[src/rtl/way_hit_encoder.sv]
// Registered hit-vector to way-index encoder with a 2-entry skid buffer.
// Optional saturating multi-hit counter enabled by defining WAY_ENC_ERR_CNT_EN.
module way_hit_encoder #(
  parameter int WAYS = 4
`ifdef WAY_ENC_ERR_CNT_EN
  , parameter int ERR_CNT_W = 8
`endif
) (
  input  logic                      clk,
  input  logic                      rst,
  input  logic                      in_valid,
  output logic                      in_ready,
  input  logic [WAYS-1:0]           in_hit,
  output logic                      out_valid,
  input  logic                      out_ready,
  output logic [$clog2(WAYS)-1:0]   out_idx,
  output logic                      out_hit,
  output logic                      out_multi
`ifdef WAY_ENC_ERR_CNT_EN
  , output logic [ERR_CNT_W-1:0]    err_cnt
`endif
);

  localparam int IDX_W = $clog2(WAYS);

  typedef struct packed {
    logic [IDX_W-1:0] idx;
    logic             hit;
    logic             multi;
  } entry_t;

  // Handshake: a transfer happens on a posedge where valid && ready are both
  // high; the producer holds valid and its payload until that edge.

  entry_t     enc;
  logic [5:0] pop_cnt;
  logic       accept;

  entry_t m_e, s_e;
  logic   m_v, s_v;

  always_comb begin
    enc     = '0;
    pop_cnt = '0;
    // Scan downward so the lowest set bit is the last one written.
    for (int i = WAYS - 1; i >= 0; i--) begin
      if (in_hit[i]) begin
        enc.idx = IDX_W'(i);
      end
      pop_cnt = pop_cnt + 6'(in_hit[i]);
    end
    enc.hit   = |in_hit;
    enc.multi = (pop_cnt >= 6'd2);
  end

  assign in_ready = !s_v && !rst;
  assign accept   = in_valid && in_ready;

  always_ff @(posedge clk) begin
    if (rst) begin
      m_v <= 1'b0;
      m_e <= '0;
      s_v <= 1'b0;
      s_e <= '0;
    end else begin
      if (m_v && out_ready) begin
        if (s_v) begin
          m_e <= s_e;
          s_v <= 1'b0;
        end else if (accept) begin
          m_e <= enc;
        end else begin
          m_v <= 1'b0;
        end
      end else if (!m_v) begin
        if (accept) begin
          m_v <= 1'b1;
          m_e <= enc;
        end
      end else if (accept) begin
        // Main entry is stalled: park the new result in the skid slot.
        s_v <= 1'b1;
        s_e <= enc;
      end
    end
  end

  assign out_valid = m_v;
  assign out_idx   = m_e.idx;
  assign out_hit   = m_e.hit;
  assign out_multi = m_e.multi;

`ifdef WAY_ENC_ERR_CNT_EN
  always_ff @(posedge clk) begin
    if (rst) begin
      err_cnt <= '0;
    end else if (accept && enc.multi && (err_cnt != {ERR_CNT_W{1'b1}})) begin
      err_cnt <= err_cnt + 1'b1;
    end
  end
`endif

endmodule

[config.mk]
export PLATFORM = sky130hd
export DESIGN_NAME = way_hit_encoder
export DESIGN_NICKNAME = d
export VERILOG_FILES = /design/src/rtl/way_hit_encoder.sv
export SDC_FILE = /design/constraint.sdc
export NUM_CORES = 1
export LEC_CHECK = 0
export ABC_CLOCK_PERIOD_IN_PS = 1400
export CAP_MARGIN = 20
export CELL_PAD_IN_SITES_DETAIL_PLACEMENT = 1
export CELL_PAD_IN_SITES_GLOBAL_PLACEMENT = 2
export CORE_MARGIN = 5
export CORE_UTILIZATION = 25
export CTS_CLUSTER_SIZE = 12
export DETAILED_ROUTE_END_ITERATION = 6
export GPL_TIMING_DRIVEN = 0
export PLACE_DENSITY_LB_ADDON = 0.1
export SLEW_MARGIN = 0
export SYNTH_ARGS = -nofsm -noshare
export SYNTH_HDL_FRONTEND = slang
export SYNTH_SLANG_ARGS = --single-unit
[constraint.sdc]
create_clock -name clk -period 1.4 [get_ports clk]
set_input_delay 0.14 -clock clk [delete_from_list [all_inputs] [get_ports clk]]
set_output_delay 0.14 -clock clk [all_outputs]
set_load 0.05 [all_outputs]
# == Yosys cells after proc, flatten, opt, wreduce, memory -nomap -nowiden ==
# Cells that the tools add are included.
# totals
reg_bits,10
inputBits,8
output_inout_bits,6
word_cells,39
# op_classes
add_sub_neg,3
n_lt_le_gt_ge,1
n_eq_ne,3
muxes,13
bitwise,1
n_reduce_logical,10
# ops
cell,count
4-bit 2-to-1 mux,4
2-bit 2-to-1 mux,4
1-bit 2-to-1 mux,5
3-bit by 1-bit adder with 4-bit output,1
4-bit by 2-bit >= comparator with 1-bit output (second input constant),1
2-bit != test (second input constant),2
2-bit AND reduction,2
4-bit OR reduction,1
2-bit by 1-bit adder with 3-bit output,1
1-bit logical AND,3
3-bit AND reduction,1
1-bit by 1-bit adder with 2-bit output,1
1-bit zero test,2
2-bit by 1-bit != test with 1-bit output (second input constant),1
2-bit OR reduction,1
1-bit NOT,1

# == Longest topological paths before layout ==
# Gate-level depths: netlist of the first run.
# depth
depth_word,7
depth_mapped,5

# == Worst setup path after synthesis of the first run ==
# No wires, ideal clock.
# synth_path
path_kind,register to register
startpoint,reg m_v (netlist: out_valid)
endpoint,reg s_e[2] (netlist bit)
setup_ns,0.067
arrival_ns,1.447
required_time_ns,1.333
path_slack_ns,-0.114
path_stages_with_launch,5
n_path_buf,0
period_less_slack_ns,1.514
cell_sequence,dfxtp_1 and2b_1 nand2_2 or3_1 a21oi_2
# synth_via
elab_chain_len,3
# synth_lines
element,line,rtl
"start, declared",40,"logic m_v, s_v;"
"start signal, assigned",61,m_v <= 1'b0;
"start signal, assigned",73,m_v <= 1'b0;
"start signal, assigned",77,m_v <= 1'b1;
1-bit logical AND,66,if (m_v && out_ready) begin
1-bit NOT (no line),n/a,
3-bit AND reduction (no line) (*),n/a,
"end signal, assigned",83,s_e <= enc;
"end, declared",39,"entry_t m_e, s_e;"
# Every way passes the cells marked *; elsewhere a longest branch is shown, timed or not.
# A chain may end at the register's enable or synchronous reset.

# == Worst setup path in the final report of the first run ==
# layout_path
startpoint,reg m_v (netlist: out_valid)
endpoint,out out_valid
# layout_lines
element,line,rtl
"end, declared",14,"output logic out_valid,"
# No word-level cell between the ends.

==> results by group, run 1 <==
Status
  • Status: complete, no violations

Clock tree
  • Post-CTS Setup Inserts: 0
  • H-Tree Depth: 1
  • CTS tree: built
  • Clock tree buffer depth: 2
  • Inserted Clock Buffers: 3
  • Clk slew on worst S/H paths: 0.08 ns
  • TritonCTS Sinks: 10
  • CTS Hold Buffers Added: 0
  • Clock root cell: clkbuf_4
  • Clock Latency Late Sink: 0.27 ns

Logic synthesis
  • Seq/Total Area, Yosys: 40.0%
  • Post-synthesis net count: 69
  • Syn Inst Count: 59
  • Cell Area, Synth: 500 µm²
  • Yosys Warn Count: 0
  • Ys async rst share: 0%
  • Synthesis-stage register bit count: 10
  • Main area contributors after synthesis: dfxtp_1, nor2_1, mux2i_1
  • Mean Syn Cell Area: 8.48 µm²
  • Yosys top cell area share: 40.0%
  • Predominant post-synthesis flop cell: dfxtp_1
  • Yosys top cell by area: dfxtp_1
  • Post-synth EDFFs: 0
  • Yosys cell types: 23

Global route
  • Antenna violations before repair: 0
  • Number of global-route vias before repair: 490
  • Largest net degree at the start of global routing: 11
  • Remaining global-route overflow: 0
  • First-pass GRT wire length: 2150 µm
  • Gr usage total: 10.6%

Floorplanning
  • Die X: 54.7 µm
  • Die H: 54.7 µm
  • # rows: 16
  • Initial core utilization: 25.8%
  • Core ar.: 0.00194 mm²
  • # IOs: 14
  • Die area: 0.00300 mm²

Final layout
  • Leading cell type in the layout, fill and taps excluded: nor2_1
  • Share of layout cells above drive strength 1: 18.4%
  • Commonest non-fill, non-tap cells in the layout: nor2_1, dfxtp_1, dlygate4sd2_1, inv_1
  • Antenna cells: 0
  • Layout Nets: 87
  • Synth-to-Final Area Change: 39.5%

Setup path
  • Crit path required time: 1.26 ns
  • CP max FO: 8
  • Crit path launch type: flop
  • Worst reg2reg startpoint: s_v
  • Slowest cell delay on critical path: 0.55 ns
  • Kind of critical path: reg2out
  • CP endpoint kind: primary output
  • Worst Path Buf+Inv: 1
  • Crit path cell chain: dlygate4sd2_1
  • Worst path top cell family by delay: buffers and inverters
  • CP Launch Point: out_valid
  • Slowest cell on the critical path: dlygate4sd2_1
  • Arrival time worst endpoint: 1.21 ns

Timing
  • Final Hold Violating Endpoints: 0
  • Clock skew: 0.00628 ns
  • Slew HR: 67.7%
  • Worst Tran Pin Value: 0.487 ns
  • Max Slew Vio Count: 0
  • Setup TNS after final layout: 0 ns
  • Max frequency: 739 MHz
  • Final setup vio count: 0
  • Final worst slack: 0.0470 ns
  • Post-route clock period utilization: 96.6%
  • RSZ-0062 raised after global routing: false
  • Crit path time final: 1.35 ns

Detailed routing
  • Via count: 464
  • Number of remaining DRC errors: 0
  • Drt initial violations: 1
  • DRT antenna net count: 0
  • Drt pass-1 iters: 4
  • Routed WL: 1240 µm
  • Wire per inst: 12.0 µm
  • Vias per cell: 4.50

Power and ir drop
  • PD cells: 1090 mW/mm²
  • Leakage: 0.322 nW
  • Worst VDD drop: 0.000406 V

Run
  • Max cap viols: 0

Placed design
  • PortBufs: 13
  • Pre-CTS WS: -0.638 ns
  • Post-detail-place hpwl: 969 µm
  • RD Place Congestion: 0.722

Min path
  • HP Start: in_hit[0]
  • Worst Hold Class: in2reg
path summary, 6_finish.rpt:
check | end | slack [ns] | depth (start not counted)
worst min register to register | s_e[2] | 0.48 | 2
worst max-delay path | out_valid | 0.05 | 1
worst min-delay path | s_e[2] | 0.34 | 3
worst max register to register | s_e[2] | 0.10 | 4
repair_timing:
action,CTS,global route
setup endpoints to repair,8,5
gates resized for setup,15,3
pin swaps,2,1
cloned,0,0
through the flow:
step | utilization, % | cell area, µm² | std cells | power [mW] | hold WS, ns
2_1_floorplan | - | 502 | 59 | 0.434 | 0.241
3_3_place_gp | 34.3 | 666 | 99 | 0.506 | 0.458
3_5_place_dp | 34.3 | 666 | 99 | 0.508 | 0.467
4_1_cts | 36.1 | 701 | 103 | 0.776 | 0.345
5_1_grt | 36.0 | 698 | 103 | 0.805 | 0.368
6_report | 36.0 | 698 | 103 | 0.760 | 0.343
layout make-up:
class	count	area, µm²
inverters	5	18.8
well taps	27	33.8
flip-flops and latches	10	201
clock buffers	4	36.3
repair buffers	13	115
fillers	245	1240
multi-input cells	43	285
plain buffers	1	7.51
layer usage:
metal	part of all wire, %	track usage, %	vias up	routed length, µm
met1	48	13.0	211	590
met4	1.7	7.47	0	21
met5	0	0	-	0
li1	-	-	240	-
met2	46	15.4	11	571
met3	4.7	3.27	2	58
cells in the mapped netlist, types with 2 or more instances:
cell,instances
mux2i_1,3
o22ai_1,3
o21ai_0,2
dfxtp_1,10
nor2_1,10
inv_1,5
a21oi_1,4
a211oi_1,4
nand2_1,4
report_power, final:
| part | total (mW) | switching [mW] | internal, mW |
|---|---|---|---|
| Sequential | 0.315 | 0.0129 | 0.302 |
| Combinational | 0.175 | 0.113 | 0.0615 |
| Clock | 0.270 | 0.112 | 0.158 |
| Total | 0.760 | 0.238 | 0.522 |
cell families (layout without fill, tap and decap cells):
group | Yosys count | count (layout) | synth area share, %
muxes | 3 | 3 | 6.00
buffers and inverters | 6 | 23 | 4.50
adders and majority gates | 2 | 2 | 6.50
DFF | 10 | 10 | 40.0
and+or+nand+nor | 22 | 22 | 22.0
AOI/OAI and AO/OA | 16 | 16 | 21.0
sequential cells by signal, indices dropped and copies added (netlist names):
register / cells
out_idx: 2
out_hit: 1
s_v: 1
out_valid: 1
out_multi: 1
s_e: 4
No activity file was read; power rests on OpenSTA's default activity.
==> run 2, diff against run 1 <==
ABC_CLOCK_PERIOD_IN_PS = not set   (was 1400)
PLACE_DENSITY = 0.82   (was not set)
PLACE_DENSITY_LB_ADDON = not set   (was 0.1)
==> run 2 against run 1 <==
Effect of this change:
- via count rose by 0.43%
- clock-buffer cell count unchanged
- die area stayed put
==> results by group, run 2 (synthesis gave the netlist of run 1 again) <==
Status
  • Status: complete, no violations (unchanged)

Timing
  • Slew HR: 66.0% (was 67.7%)
  • Final setup vio count: 0 (unchanged)
  • Worst Tran Pin Value: 0.511 ns (was 0.487 ns)
  • Max Slew Vio Count: 0 (unchanged)
  • Clock skew: 0.00292 ns (was 0.00628 ns)
  • Crit path time final: 1.34 ns (was 1.35 ns)
  • Max frequency: 744 MHz (was 739 MHz)
  • Final Hold Violating Endpoints: 0 (unchanged)
  • RSZ-0062 raised after global routing: false (unchanged)
  • Post-route clock period utilization: 96.0% (was 96.6%)
  • Setup TNS after final layout: 0 ns (unchanged)

Final layout
  • Commonest non-fill, non-tap cells in the layout: nor2_1, dlygate4sd2_1, dfxtp_1, inv_1 (was nor2_1, dfxtp_1, dlygate4sd2_1, inv_1)
  • Fin util: 36.0% (about the same)
  • Max reg flops: 4 (unchanged)
  • Antenna cells: 0 (unchanged)
  • Layout Nets: 87 (unchanged)
  • Top reg by flops: s_e (unchanged)
  • Leading cell type in the layout, fill and taps excluded: nor2_1 (unchanged)
  • Share of layout cells above drive strength 1: 19.7% (was 18.4%)
  • Synth-to-Final Area Change: 39.8% (was 39.5%)

Power and ir drop
  • Worst VDD drop: 0.000409 V (was 0.000406 V)
  • Leakage: 0.323 nW (was 0.322 nW)
  • PD cells: 1090 mW/mm² (about the same)
  • Total power: 0.760 mW (about the same)

Setup path
  • Slowest cell delay on critical path: 0.54 ns (was 0.55 ns)
  • Arrival time worst endpoint: 1.20 ns (was 1.21 ns)
  • Kind of critical path: reg2out (unchanged)
  • Worst Path Buf+Inv: 1 (unchanged)
  • Slowest cell on the critical path: dlygate4sd2_1 (unchanged)
  • Crit path required time: 1.26 ns (about the same)
  • CP max FO: 8 (unchanged)
  • Crit path cell chain: dlygate4sd2_1 (unchanged)
  • Crit path launch type: flop (unchanged)
  • Worst path top cell family by delay: buffers and inverters (unchanged)
  • CP endpoint kind: primary output (unchanged)

Floorplanning
  • Die H: 54.7 µm (unchanged)
  • # IOs: 14 (unchanged)
  • Core ar.: 0.00194 mm² (unchanged)
  • Initial core utilization: 25.8% (unchanged)
  • # rows: 16 (unchanged)
  • Die X: 54.7 µm (unchanged)
  • Die area: 0.00300 mm² (unchanged)

Clock tree
  • Clock root cell: clkbuf_4 (unchanged)
  • Clock Latency Late Sink: 0.26 ns (was 0.27 ns)
  • Inserted Clock Buffers: 3 (unchanged)
  • H-Tree Depth: 1 (unchanged)
  • CTS tree: built (unchanged)
  • Clk slew on worst S/H paths: 0.07 ns (was 0.08 ns)
  • TritonCTS Sinks: 10 (unchanged)
  • Clock tree buffer depth: 2 (unchanged)

Detailed routing
  • Routed WL: 1320 µm (was 1240 µm)
  • DRT antenna net count: 0 (unchanged)
  • WL met3: 80 µm (was 58 µm)
  • Vias per cell: 4.52 (was 4.50)
  • Met2 Routed Length: 631 µm (was 571 µm)
  • Wire per inst: 12.9 µm (was 12.0 µm)
  • Number of remaining DRC errors: 0 (unchanged)
  • Drt initial violations: 2 (was 1)
  • Routed length on met1: 612 µm (was 590 µm)
  • Drt pass-1 iters: 4 (unchanged)
  • DR top layer: met3 (was met4)
  • Via count: 466 (was 464)

Global route
  • First-pass GRT wire length: 2210 µm (was 2150 µm)
  • Gr usage total: 10.2% (was 10.6%)
  • Number of global-route vias before repair: 509 (was 490)
  • Remaining global-route overflow: 0 (unchanged)
  • Largest net degree at the start of global routing: 11 (unchanged)
  • Antenna violations before repair: 0 (unchanged)

Min path
  • Worst Hold Class: in2reg (unchanged)

Placed design
  • PortBufs: 13 (unchanged)
  • RD Place Congestion: 0.725 (was 0.722)
  • Post-detail-place hpwl: 1060 µm (was 969 µm)

Run
  • Max cap viols: 0 (unchanged)
[run 2: cell counts in the layout (fill, tap and decap cells not counted)]
No cell type changed its count.
[run 2: repair_timing]
item	4_1_cts	5_1_grt
hold buffers	0	0
gates resized for setup	17	2
hold endpoints to repair	0	0
pin swaps	1	0
setup buffers	0	0
setup endpoints to repair	8	3
[run 2: layout make-up]
class | count | area, µm²
Fill cell | 247 | 1240
Multi-Input combinational cell | 43 | 285
Sequential cell | 10 | 203
Timing Repair Buffer | 13 | 115
Clock buffer | 4 | 36.3
Tap cell | 27 | 33.8
Inverter | 5 | 18.8
Buffer | 1 | 7.51
[run 2: worst paths after layout]
check | startpoint | end | slack (ns) | depth (start not counted)
max | out_valid | out_valid | 0.06 | 1
min | in_hit[0] | s_e[2] | 0.36 | 3
max reg2reg | s_v | s_e[2] | 0.14 | 4
min reg2reg | s_e[2] | s_e[2] | 0.48 | 2
[run 2: where the power goes]
part           internal, mW  switching [mW]  leakage, nW
sequential            0.303          0.0131       0.0828
combinational        0.0614           0.117        0.219
clock                 0.158           0.108       0.0210
[run 2: routing by layer]
layer	global-route usage [%]	up-vias
met4	3.73	0
met3	2.72	0
li1	-	241
met2	16.9	11
met1	12.6	214
met5	0	-
[run 2: per-stage QoR]
| stage | instances | hold slack, ns | setup slack [ns] | instance area (µm²) |
|---|---|---|---|---|
| finish | 103 | 0.365 | 0.0566 | 699 |
| floorplan | 59 | 0.241 | 0.100 | 502 |
| global placement | 99 | 0.458 | -0.646 | 666 |
| CTS | 103 | 0.368 | 0.0195 | 694 |
| global route | 103 | 0.391 | 0.00122 | 699 |
| detailed placement | 99 | 0.469 | -0.675 | 666 |
==> run 3, diff against run 2 <==
clock period = 1.48 ns   (was 1.4 ns; I/O delays follow)
==> run 3 against run 2 <==
Effect of this change:
- power decreased by 5.4%
- non-clock buffer count did not move
- core utilization is 0.13 points higher
- sequential share of layout area fell by 0.28 points
- critical endpoint unchanged
==> results by group, run 3 (synthesis gave the netlist of run 1 again) <==
Status
  • Status: complete, no violations (unchanged)

Detailed routing
  • Drt initial violations: 2 (unchanged)
  • Drt pass-1 iters: 4 (unchanged)
  • Met2 Routed Length: 630 µm (was 631 µm)
  • DR top layer: met3 (unchanged)
  • Routed WL: 1330 µm (was 1320 µm)
  • Routed length on met1: 613 µm (was 612 µm)
  • Wire per inst: 12.9 µm (about the same)
  • Number of remaining DRC errors: 0 (unchanged)
  • WL met3: 81 µm (was 80 µm)
  • DRT antenna net count: 0 (unchanged)
  • Via count: 466 (unchanged)
  • Vias per cell: 4.52 (unchanged)

Setup path
  • Crit path required time: 1.33 ns (was 1.26 ns)
  • Crit path launch type: flop (unchanged)
  • Kind of critical path: reg2out (unchanged)
  • CP endpoint kind: primary output (unchanged)
  • CP max FO: 8 (unchanged)
  • Arrival time worst endpoint: 1.20 ns (about the same)
  • Slowest cell on the critical path: dlygate4sd2_1 (unchanged)
  • Slowest cell delay on critical path: 0.54 ns (about the same)
  • Crit path cell chain: dlygate4sd2_1 (unchanged)
  • Worst Path Buf+Inv: 1 (unchanged)
  • Worst path top cell family by delay: buffers and inverters (unchanged)

Clock tree
  • Inserted Clock Buffers: 3 (unchanged)
  • Clock root cell: clkbuf_4 (unchanged)
  • CTS tree: built (unchanged)
  • Clock tree buffer depth: 2 (unchanged)
  • TritonCTS Sinks: 10 (unchanged)
  • Clk slew on worst S/H paths: 0.07 ns (about the same)
  • CTS Hold Buffers Added: 0 (unchanged)
  • H-Tree Depth: 1 (unchanged)
  • Clock Latency Late Sink: 0.26 ns (about the same)

Power and ir drop
  • Worst VDD drop: 0.000387 V (was 0.000409 V)
  • Total power: 0.719 mW (was 0.760 mW)
  • P_sw: 0.225 mW (was 0.238 mW)
  • Combinational group share of total power: 23.5% (was 23.4%)
  • Sw Ratio: 31.3% (about the same)
  • Clock power frac: 35.0% (about the same)
  • Leakage: 0.330 nW (was 0.323 nW)
  • PD cells: 1020 mW/mm² (was 1090 mW/mm²)
  • Internal: 0.494 mW (was 0.522 mW)
  • Sequential Power Share: 41.5% (was 41.6%)

Floorplanning
  • Die X: 54.7 µm (unchanged)
  • Die area: 0.00300 mm² (unchanged)
  • Initial core utilization: 25.8% (unchanged)
  • Core ar.: 0.00194 mm² (unchanged)
  • # IOs: 14 (unchanged)
  • Die H: 54.7 µm (unchanged)
  • # rows: 16 (unchanged)

Final layout
  • Fillers: 245 (was 247)
  • Share of layout cells above drive strength 1: 18.4% (was 19.7%)
  • Fin cells: 103 (unchanged)
  • Fin area: 702 µm² (was 699 µm²)
  • Commonest non-fill, non-tap cells in the layout: nor2_1, dfxtp_1, dlygate4sd2_1, inv_1 (was nor2_1, dlygate4sd2_1, dfxtp_1, inv_1)
  • Layout Nets: 87 (unchanged)
  • Top reg by flops: s_e (unchanged)
  • Leading cell type in the layout, fill and taps excluded: nor2_1 (unchanged)
  • Antenna cells: 0 (unchanged)
  • Max reg flops: 4 (unchanged)
  • Synth-to-Final Area Change: 40.2% (was 39.8%)

Timing
  • Max frequency: 740 MHz
  • RSZ-0062 raised after global routing: false (unchanged)
  • Clock skew: 0.00292 ns (about the same)
  • Setup TNS after final layout: 0 ns (unchanged)
  • Final Hold Violating Endpoints: 0 (unchanged)
  • Slew HR: 66.1% (was 66.0%)
  • Worst Tran Pin Value: 0.510 ns (was 0.511 ns)
  • Max Slew Vio Count: 0 (unchanged)
  • Post-route clock period utilization: 91.3%
  • Final setup vio count: 0 (unchanged)
  • Crit path time final: 1.35 ns
  • Final worst slack: 0.129 ns (was 0.0566 ns)

Placed design
  • RD Place Congestion: 0.725 (unchanged)
  • Placed cell count: 99 (unchanged)
  • Post-DP Area: 666 µm² (unchanged)
  • Post-detail-place hpwl: 1060 µm (unchanged)
  • Pre-CTS WS: -0.611 ns (was -0.675 ns)
  • PortBufs: 13 (unchanged)

Run
  • Max cap viols: 0 (unchanged)

Global route
  • Number of global-route vias before repair: 509 (unchanged)
  • Gr usage total: 10.2% (unchanged)
  • Largest net degree at the start of global routing: 11 (unchanged)
  • Remaining global-route overflow: 0 (unchanged)
  • First-pass GRT wire length: 2210 µm (unchanged)
  • Antenna violations before repair: 0 (unchanged)

Min path
  • Worst Hold Class: in2reg (unchanged)
run 3: layout make-up:
class | instances | area, µm² | area share, %
Buffer | 1 | 7.51 | 1.07
Multi-Input combinational cell | 43 | 285 | 40.6
Tap cell | 27 | 33.8 | 4.81
Timing Repair Buffer | 13 | 119 | 16.9
Clock buffer | 4 | 36.3 | 5.17
Sequential cell | 10 | 201 | 28.7
Inverter | 5 | 18.8 | 2.67
run 3: worst paths after layout:
path | from | end | slack, ns | depth (start not counted)
worst min-delay path | in_hit[3] | s_e[1] | 0.35 | 5
worst max register to register | s_v | s_e[2] | 0.18 | 4
worst min register to register | s_e[2] | s_e[2] | 0.48 | 2
worst max-delay path | out_valid | out_valid | 0.13 | 1
run 3: stage by stage:
step | hold slack [ns] | util, %
finish | 0.354 | 36.1
global route | 0.399 | 36.1
CTS | 0.376 | 36.1
detailed placement | 0.469 | 34.3
global placement | 0.458 | 34.3
floorplan | 0.249 | -
run 3: layer usage:
metal	up-vias	GRT usage, %
li1	240	-
met1	215	12.6
met3	0	2.72
met4	0	3.73
met2	11	16.9
met5	-	0
run 3: timing repair:
item,4_1_cts,5_1_grt
hold endpoints to repair,0,0
pin swaps,0,2
endpoints found under the setup margin,7,4
resized for setup,14,4
setup buffers,0,0
run 3: worst min-delay path, stage by stage:
cell,delay [ns]
dlymetal6s2s_1,0.13
nor2_1,0.07
nand2_1,0.09
mux2i_1,0.07
nor2_1,0.08
run 3: power groups by stage:
stage | clock [mW] | combinational (mW) | sequential [mW]
floorplan | 0 | 0.0611 | 0.350
global placement | 0 | 0.174 | 0.305
detailed placement | 0 | 0.178 | 0.306
CTS | 0.258 | 0.172 | 0.299
global route | 0.270 | 0.184 | 0.302
finish | 0.252 | 0.169 | 0.298
